### config.mk
export PLATFORM = sky130hd
export DESIGN_NAME = unipolar_rz
export DESIGN_NICKNAME = d
export VERILOG_FILES = /design/src/rtl/unipolar_rz.sv
export SDC_FILE = /design/constraint.sdc
export NUM_CORES = 1
export LEC_CHECK = 0
export CAP_MARGIN = 20
export CORE_ASPECT_RATIO = 2
export CORE_MARGIN = 2
export CORE_UTILIZATION = 50
export DETAILED_ROUTE_END_ITERATION = 16
export GPL_TIMING_DRIVEN = 0
export PLACE_DENSITY = 0.77
export SETUP_SLACK_MARGIN = 0.4
export SYNTH_ARGS = -nofsm -noshare
export SYNTH_HDL_FRONTEND = slang
export SYNTH_SLANG_ARGS = --single-unit
### constraint.sdc
create_clock -name clock -period 2.5 [get_ports clock]
set_input_delay 0.25 -clock clock [delete_from_list [all_inputs] [get_ports clock]]
set_output_delay 0.25 -clock clock [all_outputs]
set_load 0.02 [all_outputs]
### src/rtl/unipolar_rz.sv
// Unipolar return-to-zero serial transmitter for WS2812/SK6805-class LED chains, LSB first.
// Latency: line rises on the edge that consumes enable; each phase lasts exactly its N cycles.
// Backpressure: ready (combinational) marks the next edge as a decision point; enable elsewhere is ignored.
module unipolar_rz #(
  parameter int  DATA_WIDTH     = 24,
  parameter real CLOCK_RATE     = 100e6,
  parameter real PERIOD_TIME    = 1.2e-6,
  parameter real ZERO_HIGH_TIME = 0.3e-6,
  parameter real ZERO_LOW_TIME  = 0.8e-6,
  parameter real ONE_HIGH_TIME  = 0.6e-6,
  parameter real ONE_LOW_TIME   = 0.2e-6,
  parameter real RESET_TIME     = 80e-6
) (
  input  logic                  clock,
  input  logic                  reset_n,
  input  logic [DATA_WIDTH-1:0] data,
  input  logic                  enable,
  output logic                  line,
  output logic                  ready
);

  // Nearest-integer conversion of a duration to clock cycles.
  function automatic int to_cycles(input real t);
    return $rtoi(t * CLOCK_RATE + 0.5);
  endfunction

  localparam int N_ZH = to_cycles(ZERO_HIGH_TIME);
  localparam int N_ZL = to_cycles(ZERO_LOW_TIME);
  localparam int N_OH = to_cycles(ONE_HIGH_TIME);
  localparam int N_OL = to_cycles(ONE_LOW_TIME);
  localparam int N_R  = to_cycles(RESET_TIME);

  localparam int N_MAX_A = (N_ZH > N_ZL) ? N_ZH : N_ZL;
  localparam int N_MAX_B = (N_OH > N_OL) ? N_OH : N_OL;
  localparam int N_MAX_C = (N_MAX_A > N_MAX_B) ? N_MAX_A : N_MAX_B;
  localparam int N_MAX   = (N_MAX_C > N_R) ? N_MAX_C : N_R;

  localparam int CW   = $clog2(N_MAX + 1);
  localparam int LAST = 2 * DATA_WIDTH;
  localparam int SW   = $clog2(LAST + 1);

  localparam logic [SW-1:0] ST_IDLE = '0;
  localparam logic [SW-1:0] ST_LAST = SW'(LAST);

  // Phase loads are N-1 so that a phase ends on the edge where the counter is already 0.
  localparam logic [CW-1:0] ZH_LD = CW'(N_ZH - 1);
  localparam logic [CW-1:0] ZL_LD = CW'(N_ZL - 1);
  localparam logic [CW-1:0] OH_LD = CW'(N_OH - 1);
  localparam logic [CW-1:0] OL_LD = CW'(N_OL - 1);
  localparam logic [CW-1:0] R_LD  = CW'(N_R - 1);

  // Both bit shapes must fit in the nominal bit period.
  if ((ZERO_HIGH_TIME + ZERO_LOW_TIME > PERIOD_TIME) ||
      (ONE_HIGH_TIME + ONE_LOW_TIME > PERIOD_TIME)) begin : g_period_chk
    $fatal(1, "unipolar_rz: HIGH+LOW exceeds PERIOD_TIME");
  end

  // A phase shorter than two cycles cannot be produced by the load-then-count scheme.
  if ((N_ZH < 2) || (N_ZL < 2) || (N_OH < 2) || (N_OL < 2) || (N_R < 2)) begin : g_count_chk
    $fatal(1, "unipolar_rz: a phase rounds to fewer than 2 clock cycles");
  end

  if (DATA_WIDTH < 2) begin : g_width_chk
    $fatal(1, "unipolar_rz: DATA_WIDTH must be at least 2");
  end

  function automatic logic [CW-1:0] high_load(input logic b);
    return b ? OH_LD : ZH_LD;
  endfunction

  function automatic logic [CW-1:0] low_load(input logic b);
    return b ? OL_LD : ZL_LD;
  endfunction

  logic [SW-1:0]         state_q, state_d;
  logic [CW-1:0]         time_counter_q, time_counter_d;
  logic [DATA_WIDTH-1:0] shift_q, shift_d;
  logic                  line_q, line_d;

  // Next-state logic: count down the current phase, then step odd(high) -> even(low) -> next bit.
  // shift_q[0] is always the bit currently on the wire; it shifts right after each low phase.
  always_comb begin
    state_d        = state_q;
    time_counter_d = time_counter_q;
    shift_d        = shift_q;
    if (time_counter_q != '0) begin
      time_counter_d = time_counter_q - CW'(1);
    end else if (state_q == ST_IDLE) begin
      if (enable) begin
        shift_d        = data;
        state_d        = SW'(1);
        time_counter_d = high_load(data[0]);
      end
    end else if (state_q[0]) begin
      state_d        = state_q + SW'(1);
      time_counter_d = low_load(shift_q[0]);
    end else if (state_q == ST_LAST) begin
      if (enable) begin
        shift_d        = data;
        state_d        = SW'(1);
        time_counter_d = high_load(data[0]);
      end else begin
        state_d        = ST_IDLE;
        time_counter_d = R_LD;
      end
    end else begin
      state_d        = state_q + SW'(1);
      shift_d        = shift_q >> 1;
      time_counter_d = high_load(shift_q[1]);
    end
    line_d = state_d[0];
  end

  // State, counter, word and registered line output; reset aborts any word in flight.
  always_ff @(posedge clock or negedge reset_n) begin
    if (!reset_n) begin
      state_q        <= ST_IDLE;
      time_counter_q <= '0;
      shift_q        <= '0;
      line_q         <= 1'b0;
    end else begin
      state_q        <= state_d;
      time_counter_q <= time_counter_d;
      shift_q        <= shift_d;
      line_q         <= line_d;
    end
  end

  assign line  = line_q;
  assign ready = !enable &&
                 (((state_q == ST_IDLE) && (time_counter_q == '0)) ||
                  ((state_q == ST_LAST) && (time_counter_q == CW'(1))));

endmodule

==> impl_metrics.json <==
{
  "seq_area_frac_synth_pct": 45.7,
  "cts_sinks": 43,
  "drc": 0,
  "track_usage_pct": 28.0,
  "cellPowerDensity_nw_per_um2": 581,
  "grt_pass1_vias": 2320,
  "worst_pin_slew_ns": 0.537,
  "synth-warning-count": 0,
  "worst_setup_path_startpoint": "state_q[0]$_DFFE_PN0P_",
  "gpl.final_weighted_congestion": 0.920,
  "synth.net_count": 252,
  "timing.critical_path.from_type": "flop",
  "grt_first_pass_wirelength_um": 10900,
  "detailed_place_hpwl_um": 4110,
  "postRouteWirelength_um": 7370,
  "min_period_ns": 2.52,
  "layout-area-overhead-vs-synth_pct": 54.3,
  "crit_required_ns": 2.25,
  "io_pins": 29,
  "floorplan.die_area_sq_um": 5310,
  "detail_route.vias_per_cell": 6.19,
  "post_synth_num_cell_types": 42,
  "layout.nets": 332,
  "report.final.slew_viol_count": 0,
  "destination_of_the_worst_register_to_register_timing_path": "shift_q[13]$_DFFE_PN0P_",
  "die_height_um": 101,
  "detailed_place.area_sq_um": 2820,
  "cap_viol_max_count": 0,
  "critPathCaptureType": "output pin",
  "layout.filler_cells": 267,
  "floorplan.initialDensity_pct": 51.7,
  "placement.setup.worst_slack_ns": -0.222,
  "finalInstanceArea_sq_um": 3640,
  "number_of_levels_the_h_tree_was_split_into": 2,
  "grt_start_max_net_pins": 31,
  "post-route-util_pct": 79.8,
  "holdCritPathClass": "in -> async",
  "asyncSetResetFlopFracSynth_pct": 100,
  "setup_repair_after_global_routing_missed_its_margin": "yes",
  "drt_pre_antenna_iters": 5,
  "p_total_mw": 2.11,
  "min_period_over_period_pct": 101,
  "crit_path_top_delay_cell": "sky130_fd_sc_hd__dfrtp_2",
  "fp.dieW_um": 52.5,
  "list_of_cells_traversed_by_the_critical_path": "clkbuf_16, inv_6, ha_4, or3b_4, clkbuf_8, nor2_2, a22oi_1, nor4_1, buf_2",
  "vias": 2198,
  "cts_root_buf": "sky130_fd_sc_hd__clkbuf_8",
  "clock_buffer_depth": 2,
  "number_of_enable_type_register_cells_in_the_synthesized_netlist": 0,
  "skew_ns": 0.00688,
  "ff2ff_setup_slack_ns": -0.01,
  "p_leak_nw": 1.48,
  "worst_skew_pair.late_latency_ns": 0.29,
  "fp.coreArea_sq_um": 4550,
  "syn_area_per_cell_sq_um": 10.7,
  "critical-path-top-delay-family": "simple AND/OR/NAND/NOR gates",
  "power.ir.vdd_worst_v": 0.000483,
  "start_of_the_worst_register_to_register_path": "time_counter_q[7]$_DFFE_PN0P_",
  "timing.critical_path.fanout_max": 6,
  "rows": 35,
  "synthFlopType": "sky130_fd_sc_hd__dfrtp_1",
  "rr_worst_depth": 9,
  "whs_ns": 0.397,
  "grt_overflow": 0,
  "dr.first_iter.drc_count": 63,
  "failed_checks": "setup timing",
  "worst-setup-path-type": "reg -> out",
  "cts_buffers": 5,
  "cts_tree": "done",
  "run_status": "complete, but fails checks",
  "hold_viol_final": 0,
  "grt_antenna_before_repair": 0,
  "antenna_cells": 0,
  "share_of_post_route_cells_with_drive_strength_above_1_pct": 43.7,
  "critical_path.n_buffers_inverters": 4,
  "cp_slowest_stage_delay_ns": 0.42,
  "port_buffers": 28,
  "report.final.setup_viol": 3,
  "cp.arrival_ns": 2.27,
  "drtAntennaViolNets": 0,
  "ys_ff_latch": 43,
  "worst_max_slew_margin_expressed_relative_to_the_limit_pct": 63.9,
  "synthCells": 221,
  "netlist_area_sq_um": 2360,
  "clkSlewWorstSetupHoldPaths_ns": 0.08,
  "post_drt_wl_per_cell_um": 20.7,
  "achievable-frequency_mhz": 397,
  "layout_setup_ws_ns": -0.0192
}
layer usage:
layer	global-route usage [%]	part of all wire [%]
met3	3.71	2.7
met4	18.1	6.3
met2	51.2	57
met5	0	0
met1	27.9	34
cells by family (layout without fill, tap and decap cells):
group	count (synthesis)	in the layout	share of synthesized area (%)
fa+ha+maj	4	4	2.12
compound gates	88	88	31.8
buf+inv	25	104	4.83
simple gates	52	52	12.2
xor+xnor	9	9	3.35
flops	43	43	45.7
registers in the layout (all words and copies together) (netlist names):
name and count:
shift_q 24, time_counter_q 13, state_q 6
synthesized netlist by cell type, types with 2 or more instances:
| cell type | count | area share [%] |
|---|---|---|
| sky130_fd_sc_hd__a22oi_1 | 2 | 0.64 |
| sky130_fd_sc_hd__nand2b_1 | 2 | 0.53 |
| sky130_fd_sc_hd__xnor2_1 | 7 | 2.6 |
| sky130_fd_sc_hd__buf_2 | 4 | 0.85 |
| sky130_fd_sc_hd__o31ai_1 | 2 | 0.64 |
| sky130_fd_sc_hd__or4_1 | 5 | 1.6 |
| sky130_fd_sc_hd__xor2_1 | 2 | 0.74 |
| sky130_fd_sc_hd__clkbuf_1 | 12 | 1.9 |
| sky130_fd_sc_hd__o22ai_1 | 23 | 6.1 |
| sky130_fd_sc_hd__a2bb2oi_1 | 4 | 1.5 |
| sky130_fd_sc_hd__dfrtp_1 | 43 | 46 |
| sky130_fd_sc_hd__nor2_1 | 10 | 1.6 |
| sky130_fd_sc_hd__nand2_1 | 7 | 1.1 |
| sky130_fd_sc_hd__o21ai_0 | 12 | 2.5 |
| sky130_fd_sc_hd__nor4_1 | 4 | 1.1 |
| sky130_fd_sc_hd__a2bb2oi_2 | 19 | 12 |
| sky130_fd_sc_hd__nand3_1 | 4 | 0.85 |
| sky130_fd_sc_hd__a21o_1 | 3 | 0.96 |
| sky130_fd_sc_hd__or3b_2 | 2 | 0.74 |
| sky130_fd_sc_hd__or2_2 | 2 | 0.53 |
| sky130_fd_sc_hd__nand4_1 | 4 | 1.1 |
| sky130_fd_sc_hd__buf_6 | 2 | 0.96 |
| sky130_fd_sc_hd__or3_1 | 3 | 0.80 |
| sky130_fd_sc_hd__ha_1 | 4 | 2.1 |
| sky130_fd_sc_hd__nor3_1 | 7 | 1.5 |
| sky130_fd_sc_hd__inv_1 | 7 | 1.1 |
| sky130_fd_sc_hd__a31oi_1 | 2 | 0.53 |
| sky130_fd_sc_hd__a21oi_1 | 9 | 1.9 |
layout by cell type (no fill, tap or decap), types with 3 or more instances in the layout:
| cell | instances |
|---|---|
| sky130_fd_sc_hd__clkdlybuf4s50_1 | 26 |
| sky130_fd_sc_hd__nor4_1 | 3 |
| sky130_fd_sc_hd__o21ai_2 | 4 |
| sky130_fd_sc_hd__o21ai_0 | 6 |
| sky130_fd_sc_hd__nor2_1 | 6 |
| sky130_fd_sc_hd__clkbuf_16 | 3 |
| sky130_fd_sc_hd__a21oi_2 | 3 |
| sky130_fd_sc_hd__dfrtp_1 | 42 |
| sky130_fd_sc_hd__buf_12 | 3 |
| sky130_fd_sc_hd__clkbuf_8 | 7 |
| sky130_fd_sc_hd__or3_1 | 3 |
| sky130_fd_sc_hd__o22ai_1 | 23 |
| sky130_fd_sc_hd__a21oi_4 | 3 |
| sky130_fd_sc_hd__or4_4 | 3 |
| sky130_fd_sc_hd__inv_1 | 4 |
| sky130_fd_sc_hd__buf_2 | 3 |
| sky130_fd_sc_hd__nand2_1 | 5 |
| sky130_fd_sc_hd__nand4_1 | 4 |
| sky130_fd_sc_hd__nor3_1 | 5 |
| sky130_fd_sc_hd__a21oi_1 | 4 |
| sky130_fd_sc_hd__clkbuf_1 | 6 |
| sky130_fd_sc_hd__buf_8 | 4 |
| sky130_fd_sc_hd__a2bb2oi_2 | 23 |
| sky130_fd_sc_hd__nand3_1 | 3 |
| sky130_fd_sc_hd__xnor2_1 | 6 |
| sky130_fd_sc_hd__buf_6 | 13 |
| sky130_fd_sc_hd__buf_4 | 27 |
| sky130_fd_sc_hd__a21o_1 | 3 |
timing repair:
action	4_1_cts	5_1_grt
setup endpoints to repair	44	44
cloned	4	0
hold endpoints to repair	13	0
pin swaps	9	12
setup buffers	29	10
resized for setup	53	29
hold buffers	1	0
worst max-delay path by stage:
| stage | to | slack (ns) | cells past startpoint |
|---|---|---|---|
| after CTS | ready | 0.04 | 5 |
| after global placement | shift_q[9]$_DFFE_PN0P_ | -0.16 | 10 |
| after global routing | ready | -0.12 | 9 |
| after floorplan | shift_q[0]$_DFFE_PN0P_ | 0.06 | 10 |
| after detailed placement | shift_q[5]$_DFFE_PN0P_ | -0.22 | 10 |
| final | ready | -0.02 | 9 |
worst reg2reg max path, cell delays in order, from the launching register on:
cell                        delay [ns]
sky130_fd_sc_hd__dfrtp_1          0.39
sky130_fd_sc_hd__or4_1            0.56
sky130_fd_sc_hd__buf_6            0.15
sky130_fd_sc_hd__or4_4            0.47
sky130_fd_sc_hd__buf_6            0.15
sky130_fd_sc_hd__a21oi_4          0.16
sky130_fd_sc_hd__o21a_4           0.19
sky130_fd_sc_hd__buf_6            0.12
sky130_fd_sc_hd__buf_8            0.11
sky130_fd_sc_hd__a2bb2oi_2        0.14
where the power goes:
part | internal, mW | leakage, nW | switching (mW)
clock network | 0.186 | 0.0371 | 0.219
logic | 0.429 | 0.886 | 0.363
registers | 0.804 | 0.557 | 0.110
total | 1.42 | 1.48 | 0.692
metrics by stage:
stage	instances	TNS, ns
2_1_floorplan	221	0
5_1_grt	355	-1.39
3_5_place_dp	305	-5.10
6_report	355	-0.0364
4_1_cts	345	0
3_3_place_gp	304	-3.92
layout make-up:
cell class	count	area, sq um	share of cell area (%)
plain buffers	18	214	5.88
clock buffers	6	72.6	2.00
inverters	7	31.3	0.860
multi-input cells	153	1420	38.9
flip-flops and latches	43	1080	29.6
well taps	55	68.8	1.89
repair buffers	73	757	20.8
Note: power is estimated with default switching activity, not from simulation.
